===== src/rtl/fetch_pc_unit_pkg.sv =====
// rtl/fetch_pc_unit_pkg.sv - shared types and constants for the fetch PC sequencer
package fetch_pc_unit_pkg;

    localparam int          PC_W             = 16;
    localparam logic [15:0] RESET_PC_DEFAULT = 16'h0000;
    localparam logic [15:0] PC_STEP          = 16'd2;

    typedef enum logic [1:0] {
        STAGE_FETCH     = 2'd0,
        STAGE_RF_READ   = 2'd1,
        STAGE_EXECUTE   = 2'd2,
        STAGE_WRITEBACK = 2'd3
    } stage_e;

    // Opcodes shared with the branch controller; nothing is decoded in this block.
    localparam logic [3:0] OP_ADD  = 4'h0;
    localparam logic [3:0] OP_SUB  = 4'h1;
    localparam logic [3:0] OP_LD   = 4'h2;
    localparam logic [3:0] OP_ST   = 4'h3;
    localparam logic [3:0] OP_BEQ  = 4'h4;
    localparam logic [3:0] OP_BNE  = 4'h5;
    localparam logic [3:0] OP_JMP  = 4'h6;
    localparam logic [3:0] OP_CALL = 4'h7;

    function automatic logic [15:0] next_seq_pc(input logic [15:0] pc);
        return pc + PC_STEP;
    endfunction

endpackage


===== src/rtl/fetch_pc_unit_if.sv =====
// rtl/fetch_pc_unit_if.sv - instruction memory read bus between fetch and memory
interface fetch_pc_unit_if;
    import fetch_pc_unit_pkg::*;

    logic [PC_W-1:0] mem_addr;
    logic            mem_rd;
    logic [PC_W-1:0] mem_rddata;

    modport master (output mem_addr, output mem_rd, input mem_rddata);
    modport slave  (input mem_addr, input mem_rd, output mem_rddata);
endinterface


===== src/rtl/fetch_pc_unit_ir_hold_buffer.sv =====
// rtl/fetch_pc_unit_ir_hold_buffer.sv - keeps the rf_read instruction word stable across a stall
module fetch_pc_unit_ir_hold_buffer
    import fetch_pc_unit_pkg::*;
(
    input  logic            clk_i,
    input  logic            rst_i,
    input  logic            hold_i,
    input  logic [PC_W-1:0] rddata_i,
    output logic [PC_W-1:0] ir_o
);

    logic            stall_q, stall_d;
    logic [PC_W-1:0] ir_hold_q, ir_hold_d;

    always_comb begin
        stall_d   = hold_i;
        ir_hold_d = ir_hold_q;
        // Capture only on the first held cycle; later cycles see the re-read fetch word.
        if (hold_i && !stall_q) begin
            ir_hold_d = rddata_i;
        end
    end

    always_ff @(posedge clk_i) begin
        if (rst_i) begin
            stall_q   <= 1'b0;
            ir_hold_q <= '0;
        end else begin
            stall_q   <= stall_d;
            ir_hold_q <= ir_hold_d;
        end
    end

    assign ir_o = stall_q ? ir_hold_q : rddata_i;

endmodule


===== src/rtl/fetch_pc_unit.sv =====
// rtl/fetch_pc_unit.sv - fetch-side PC sequencer owning stage valids and the IR pipeline
module fetch_pc_unit
    import fetch_pc_unit_pkg::*;
#(
    parameter logic [15:0] RESET_PC = RESET_PC_DEFAULT
) (
    input  logic                   clk,
    input  logic                   reset,
    input  logic                   branch_sig,
    input  logic [PC_W-1:0]        pc_in_br,
    input  logic                   set_invalid_sig_to_fetch,
    input  logic                   set_invalid_sig_to_rf_read,
    input  logic                   stall,
    fetch_pc_unit_if.master        imem,
    output logic [PC_W-1:0]        o_pc_out_in_fetch_stage,
    output logic [PC_W-1:0]        o_ir_rf_read,
    output logic [PC_W-1:0]        o_ir_out_in_execute_stage,
    output logic                   valid_in_fetch_stage,
    output logic                   valid_in_rf_read_stage,
    output logic                   valid_in_execute_stage,
    output logic                   valid_in_writeback_stage,
    output logic [PC_W-1:0]        o_redirect_cnt
);

    logic [PC_W-1:0] pc_q, pc_d;
    logic [3:0]      valid_q, valid_d;
    logic [PC_W-1:0] ir_ex_q, ir_ex_d;
    logic [PC_W-1:0] redirect_cnt_q, redirect_cnt_d;
    logic            sq_r;
    logic            hold;

    // A squash of rf_read always wins over a load-use stall.
    assign sq_r = set_invalid_sig_to_rf_read;
    assign hold = stall & ~sq_r;

    fetch_pc_unit_ir_hold_buffer u_ir_hold_buffer (
        .clk_i    (clk),
        .rst_i    (reset),
        .hold_i   (hold),
        .rddata_i (imem.mem_rddata),
        .ir_o     (o_ir_rf_read)
    );

    always_comb begin
        pc_d           = pc_q;
        valid_d        = valid_q;
        ir_ex_d        = ir_ex_q;
        redirect_cnt_d = redirect_cnt_q;

        valid_d[STAGE_WRITEBACK] = valid_q[STAGE_EXECUTE];
        if (hold) begin
            valid_d[STAGE_EXECUTE] = 1'b0;
        end else begin
            if (valid_q[STAGE_FETCH]) begin
                pc_d = branch_sig ? pc_in_br : next_seq_pc(pc_q);
            end
            valid_d[STAGE_FETCH]   = 1'b1;
            valid_d[STAGE_RF_READ] = valid_q[STAGE_FETCH] & ~set_invalid_sig_to_fetch;
            valid_d[STAGE_EXECUTE] = valid_q[STAGE_RF_READ] & ~sq_r;
            ir_ex_d                = o_ir_rf_read;
            if (set_invalid_sig_to_fetch | sq_r) begin
                redirect_cnt_d = redirect_cnt_q + 16'd1;
            end
        end
    end

    always_ff @(posedge clk) begin
        if (reset) begin
            pc_q           <= RESET_PC;
            valid_q        <= '0;
            ir_ex_q        <= '0;
            redirect_cnt_q <= '0;
        end else begin
            pc_q           <= pc_d;
            valid_q        <= valid_d;
            ir_ex_q        <= ir_ex_d;
            redirect_cnt_q <= redirect_cnt_d;
        end
    end

    assign imem.mem_addr              = pc_q;
    assign imem.mem_rd                = valid_q[STAGE_FETCH];
    assign o_pc_out_in_fetch_stage    = pc_q;
    assign o_ir_out_in_execute_stage  = ir_ex_q;
    assign valid_in_fetch_stage       = valid_q[STAGE_FETCH];
    assign valid_in_rf_read_stage     = valid_q[STAGE_RF_READ];
    assign valid_in_execute_stage     = valid_q[STAGE_EXECUTE];
    assign valid_in_writeback_stage   = valid_q[STAGE_WRITEBACK];
    assign o_redirect_cnt             = redirect_cnt_q;

endmodule


===== src/flat_wrapper.sv =====
// flat-port wrapper written by rule: the top's interface ports become plain ports
module fetch_pc_unit_flat import fetch_pc_unit_pkg::*;
#(
    parameter logic [15:0] RESET_PC = RESET_PC_DEFAULT
)
  (clk, reset, branch_sig, pc_in_br, set_invalid_sig_to_fetch, set_invalid_sig_to_rf_read, stall, o_pc_out_in_fetch_stage, o_ir_rf_read, o_ir_out_in_execute_stage, valid_in_fetch_stage, valid_in_rf_read_stage, valid_in_execute_stage, valid_in_writeback_stage, o_redirect_cnt, imem_mem_addr, imem_mem_rd, imem_mem_rddata);
  fetch_pc_unit_if imem_i ();
  input  logic clk;
  input  logic reset;
  input  logic branch_sig;
  input  logic [PC_W-1:0] pc_in_br;
  input  logic set_invalid_sig_to_fetch;
  input  logic set_invalid_sig_to_rf_read;
  input  logic stall;
  output logic [PC_W-1:0] o_pc_out_in_fetch_stage;
  output logic [PC_W-1:0] o_ir_rf_read;
  output logic [PC_W-1:0] o_ir_out_in_execute_stage;
  output logic valid_in_fetch_stage;
  output logic valid_in_rf_read_stage;
  output logic valid_in_execute_stage;
  output logic valid_in_writeback_stage;
  output logic [PC_W-1:0] o_redirect_cnt;
  output wire logic [$bits(imem_i.mem_addr)-1:0] imem_mem_addr;
  output wire logic [$bits(imem_i.mem_rd)-1:0] imem_mem_rd;
  input wire logic [$bits(imem_i.mem_rddata)-1:0] imem_mem_rddata;
  assign imem_mem_addr = imem_i.mem_addr;
  assign imem_mem_rd = imem_i.mem_rd;
  assign imem_i.mem_rddata = imem_mem_rddata;
  fetch_pc_unit #(.RESET_PC(RESET_PC)) u_core (.clk(clk), .reset(reset), .branch_sig(branch_sig), .pc_in_br(pc_in_br), .set_invalid_sig_to_fetch(set_invalid_sig_to_fetch), .set_invalid_sig_to_rf_read(set_invalid_sig_to_rf_read), .stall(stall), .imem(imem_i), .o_pc_out_in_fetch_stage(o_pc_out_in_fetch_stage), .o_ir_rf_read(o_ir_rf_read), .o_ir_out_in_execute_stage(o_ir_out_in_execute_stage), .valid_in_fetch_stage(valid_in_fetch_stage), .valid_in_rf_read_stage(valid_in_rf_read_stage), .valid_in_execute_stage(valid_in_execute_stage), .valid_in_writeback_stage(valid_in_writeback_stage), .o_redirect_cnt(o_redirect_cnt));
endmodule

===== config.mk =====
export PLATFORM = sky130hd
export DESIGN_NAME = fetch_pc_unit_flat
export DESIGN_NICKNAME = d
export VERILOG_FILES = /design/src/rtl/fetch_pc_unit_pkg.sv /design/src/rtl/fetch_pc_unit_if.sv /design/src/rtl/fetch_pc_unit_ir_hold_buffer.sv /design/src/rtl/fetch_pc_unit.sv /design/src/flat_wrapper.sv
export SDC_FILE = /design/constraint.sdc
export NUM_CORES = 1
export LEC_CHECK = 0
export BUFFER_PORTS_ARGS = -buffer_cell sky130_fd_sc_hd__buf_2
export CORE_UTILIZATION = 40
export CTS_BUF_LIST = sky130_fd_sc_hd__clkbuf_16
export CTS_CLUSTER_SIZE = 20
export DETAILED_ROUTE_END_ITERATION = 12
export HOLD_SLACK_MARGIN = 0.06
export PLACE_DENSITY = 0.67
export SETUP_SLACK_MARGIN = 0.02
export SLEW_MARGIN = 20
export SYNTH_ARGS = -nofsm -noshare
export SYNTH_HDL_FRONTEND = slang
export SYNTH_SLANG_ARGS = --single-unit

===== constraint.sdc =====
create_clock -name clk -period 2.1 [get_ports clk]
set_input_delay 0.105 -clock clk [delete_from_list [all_inputs] [get_ports clk]]
set_output_delay 0.105 -clock clk [all_outputs]
set_load 0.05 [all_outputs]

==> results.json <==
{
  "cts_made_buffers": 9,
  "h-tree-depth": 3,
  "critical_path_class": "in -> reg",
  "io_buffers": 122,
  "hold_path_class": "in -> reg",
  "slew_headroom_pct": 54.3,
  "nets": 562,
  "outcome": "finished clean",
  "fin_crit_sh_pct": 87.8,
  "drv_slew": 0,
  "p_per_area_mw_per_mm2": 842,
  "final.min_clock_period_ns": 1.84,
  "track_usage_pct": 20.2,
  "async_reset_ff_share_pct": 0,
  "synth_flop_cell": "dfxtp_1",
  "start_util_pct": 42.2,
  "drt_iter0_drc": 196,
  "wirelength_um": 8630,
  "skew_ns": 0.00702,
  "r2r-start": "u_core.imem.mem_addr[1]",
  "synth_top_cell_by_area": "dfxtp_1",
  "cts_resized": 0,
  "cts_tree": "yes",
  "dpl_worst_slack_ns": 0.305,
  "hpwl_um": 5800,
  "grt_first_pass_wirelength_um": 14000,
  "synthDistinctLibCells": 47,
  "antenna_left": 0,
  "synth_top_area_share_pct": 41.5,
  "rsz0062_at_grt": "false",
  "die_area_mm2": 0.00869,
  "cp-end-kind": "register",
  "grt_pass1_vias": 2938,
  "syn_area_per_cell_um2": 8.26,
  "maxCapViolCount": 0,
  "crit_path_start_kind": "input port",
  "setup_violations": 0,
  "seq_area_frac_synth_pct": 41.5,
  "grt_max_degree": 41,
  "ys_warn_count": 0,
  "ir_worst_vdd_mv": 0.409,
  "power_leakage_uw": 0.00196,
  "worst_slew_pin_slew_ns": 0.685,
  "syn_inst": 403,
  "die_y_um": 93.2,
  "synthTopCellsByArea": "dfxtp_1 (42%), nand2_1 (9.9%), mux2_2 (6.4%)",
  "startpoint": "stall",
  "cts_sinks": 69,
  "globalplace.congestion": 0.834,
  "ios": 123,
  "cp.arrival_ns": 2.10,
  "netlist_area_mm2": 0.00333,
  "die_x_um": 93.2,
  "firstDrtPassIters": 4,
  "drt-wirelength-per-cell_um": 13.7,
  "grt-ovfl-total": 0,
  "route.vias.total": 3297,
  "core-area_mm2": 0.00789,
  "setup-tns-final_ns": 0,
  "drc": 0,
  "max_freq_mhz": 542,
  "synth-seq-cells": 69,
  "min_from": "pc_in_br[14]",
  "diodes": 0,
  "antenna_found_initial": 0,
  "layout-area-overhead-vs-synth_pct": 32.4,
  "core.rowCount": 32,
  "synth_edf_count": 0,
  "fin_ws_ns": 0.256,
  "cp_max_fo": 19,
  "insertion_delay_ns": 0.32,
  "clock_path_buffers": 2,
  "clkTransAtPathRegs_ns": 0.06,
  "drive_above_1_share_pct": 33.6,
  "hold_violations": 0,
  "routed_via_density": 5.24,
  "rrSetupSlack_ns": 0.34,
  "root_buffer": "clkbuf_16",
  "synth_nets": 443,
  "critPathRequiredTime_ns": 2.35
}
area by class of cell:
| cell class | instances | area, um2 |
|---|---|---|
| tap | 102 | 128 |
| clock buffer | 9 | 225 |
| clock inverter | 7 | 90.1 |
| sequential | 69 | 1380 |
| fill | 755 | 3480 |
| inverter | 3 | 11.3 |
| multi-input combinational | 288 | 1690 |
| timing repair buffer | 151 | 876 |
Yosys cell counts, types with 7 or more instances:
library cell and instances:
a21oi_1 32, buf_2 12, buf_4 18, clkbuf_1 11, dfxtp_1 69, mux2_2 19
nand2_1 88, nand3_1 31, nor2_1 19, o21ai_0 10, o31ai_1 8, or3_1 7
xor2_1 7
worst max-delay path, stage by stage:
cell	delay, ns
dlygate4sd3_1	0.54
buf_2	0.14
nand2b_1	0.23
buf_4	0.30
or2_1	0.48
nand2_1	0.14
a21oi_1	0.16
state kept, by name, summed over array words and instances, names as in the netlist:
| name | flops |
|---|---|
| u_core.u_ir_hold_buffer.stall_q | 1 |
| u_core.imem.mem_addr | 16 |
| u_core.o_ir_out_in_execute_stage | 16 |
| u_core.u_ir_hold_buffer.ir_hold_q | 16 |
| u_core.valid_q | 4 |
| u_core.o_redirect_cnt | 16 |
timing repair:
action | CTS | global route
endpoints found under the hold margin | 19 | 0
buffers inserted | 0 | 0
hold buffers | 19 | 0
through the flow:
step                util [%]  area (um2)  hold slack (ns)  power [uW]  instances
detailed placement      49.4        3900            0.310        2110        594
CTS                     55.9        4410           0.0672        3740        629
finish                  55.9        4410           0.0723        3710        629
global route            55.9        4410           0.0813        3860        629
floorplan                  -        3330            0.182        1970        403
global placement        49.4        3900            0.307        2110        594
report_power, final:
| group | internal, uW | leakage, uW | switching, uW | total [uW] |
|---|---|---|---|---|
| Sequential | 1370 | 0.000565 | 57.5 | 1430 |
| Clock | 1030 | 0.000153 | 560 | 1590 |
| Combinational | 195 | 0.00124 | 492 | 687 |
cell usage in the layout (no fill, tap or decap), drive strengths merged, types with 3 or more instances in the layout:
| master | count |
|---|---|
| buf | 132 |
| nand2 | 88 |
| dfxtp | 69 |
| a21oi | 32 |
| nand3 | 32 |
| mux2 | 19 |
| nor2 | 19 |
| dlygate4sd3 | 19 |
| o21ai | 13 |
| clkbuf | 9 |
| o31ai | 8 |
| or3 | 7 |
| xor2 | 7 |
| nand2b | 6 |
| nand4 | 6 |
| a31oi | 5 |
| o2111ai | 5 |
| a211oi | 4 |
| or4 | 4 |
| clkinv | 4 |
| inv | 3 |
| nor4 | 3 |
| o41ai | 3 |
| or2 | 3 |
| and3 | 3 |
layer usage:
metal	vias to the layer above	part of all wire (%)	global-route usage (%)
li1	1642	-	-
met1	1520	47	26.8
met2	125	46	32.2
met3	10	5.7	4.55
met4	0	1.3	7.05
met5	-	0	0
worst paths after layout:
kind,end,cells past startpoint
worst max-delay path,u_core.u_ir_hold_buffer.ir_hold_q[15],7
worst min-delay path,u_core.imem.mem_addr[14],3
worst max register to register,u_core.imem.mem_addr[13],6
worst min register to register,u_core.o_ir_out_in_execute_stage[8],2
logic make-up after synthesis:
family                   Yosys count  synth area share (%)
AND/OR/NAND/NOR                  176                  25.4
buffers and inverters             46                  7.67
multiplexers                      21                  7.03
XOR/XNOR                           7                  1.84
flip-flops                        69                  41.5
AO/OA/AOI/OAI                     82                  15.8
adder cells (fa/ha/maj)            2                 0.752
(Power assumes the default switching activity.)
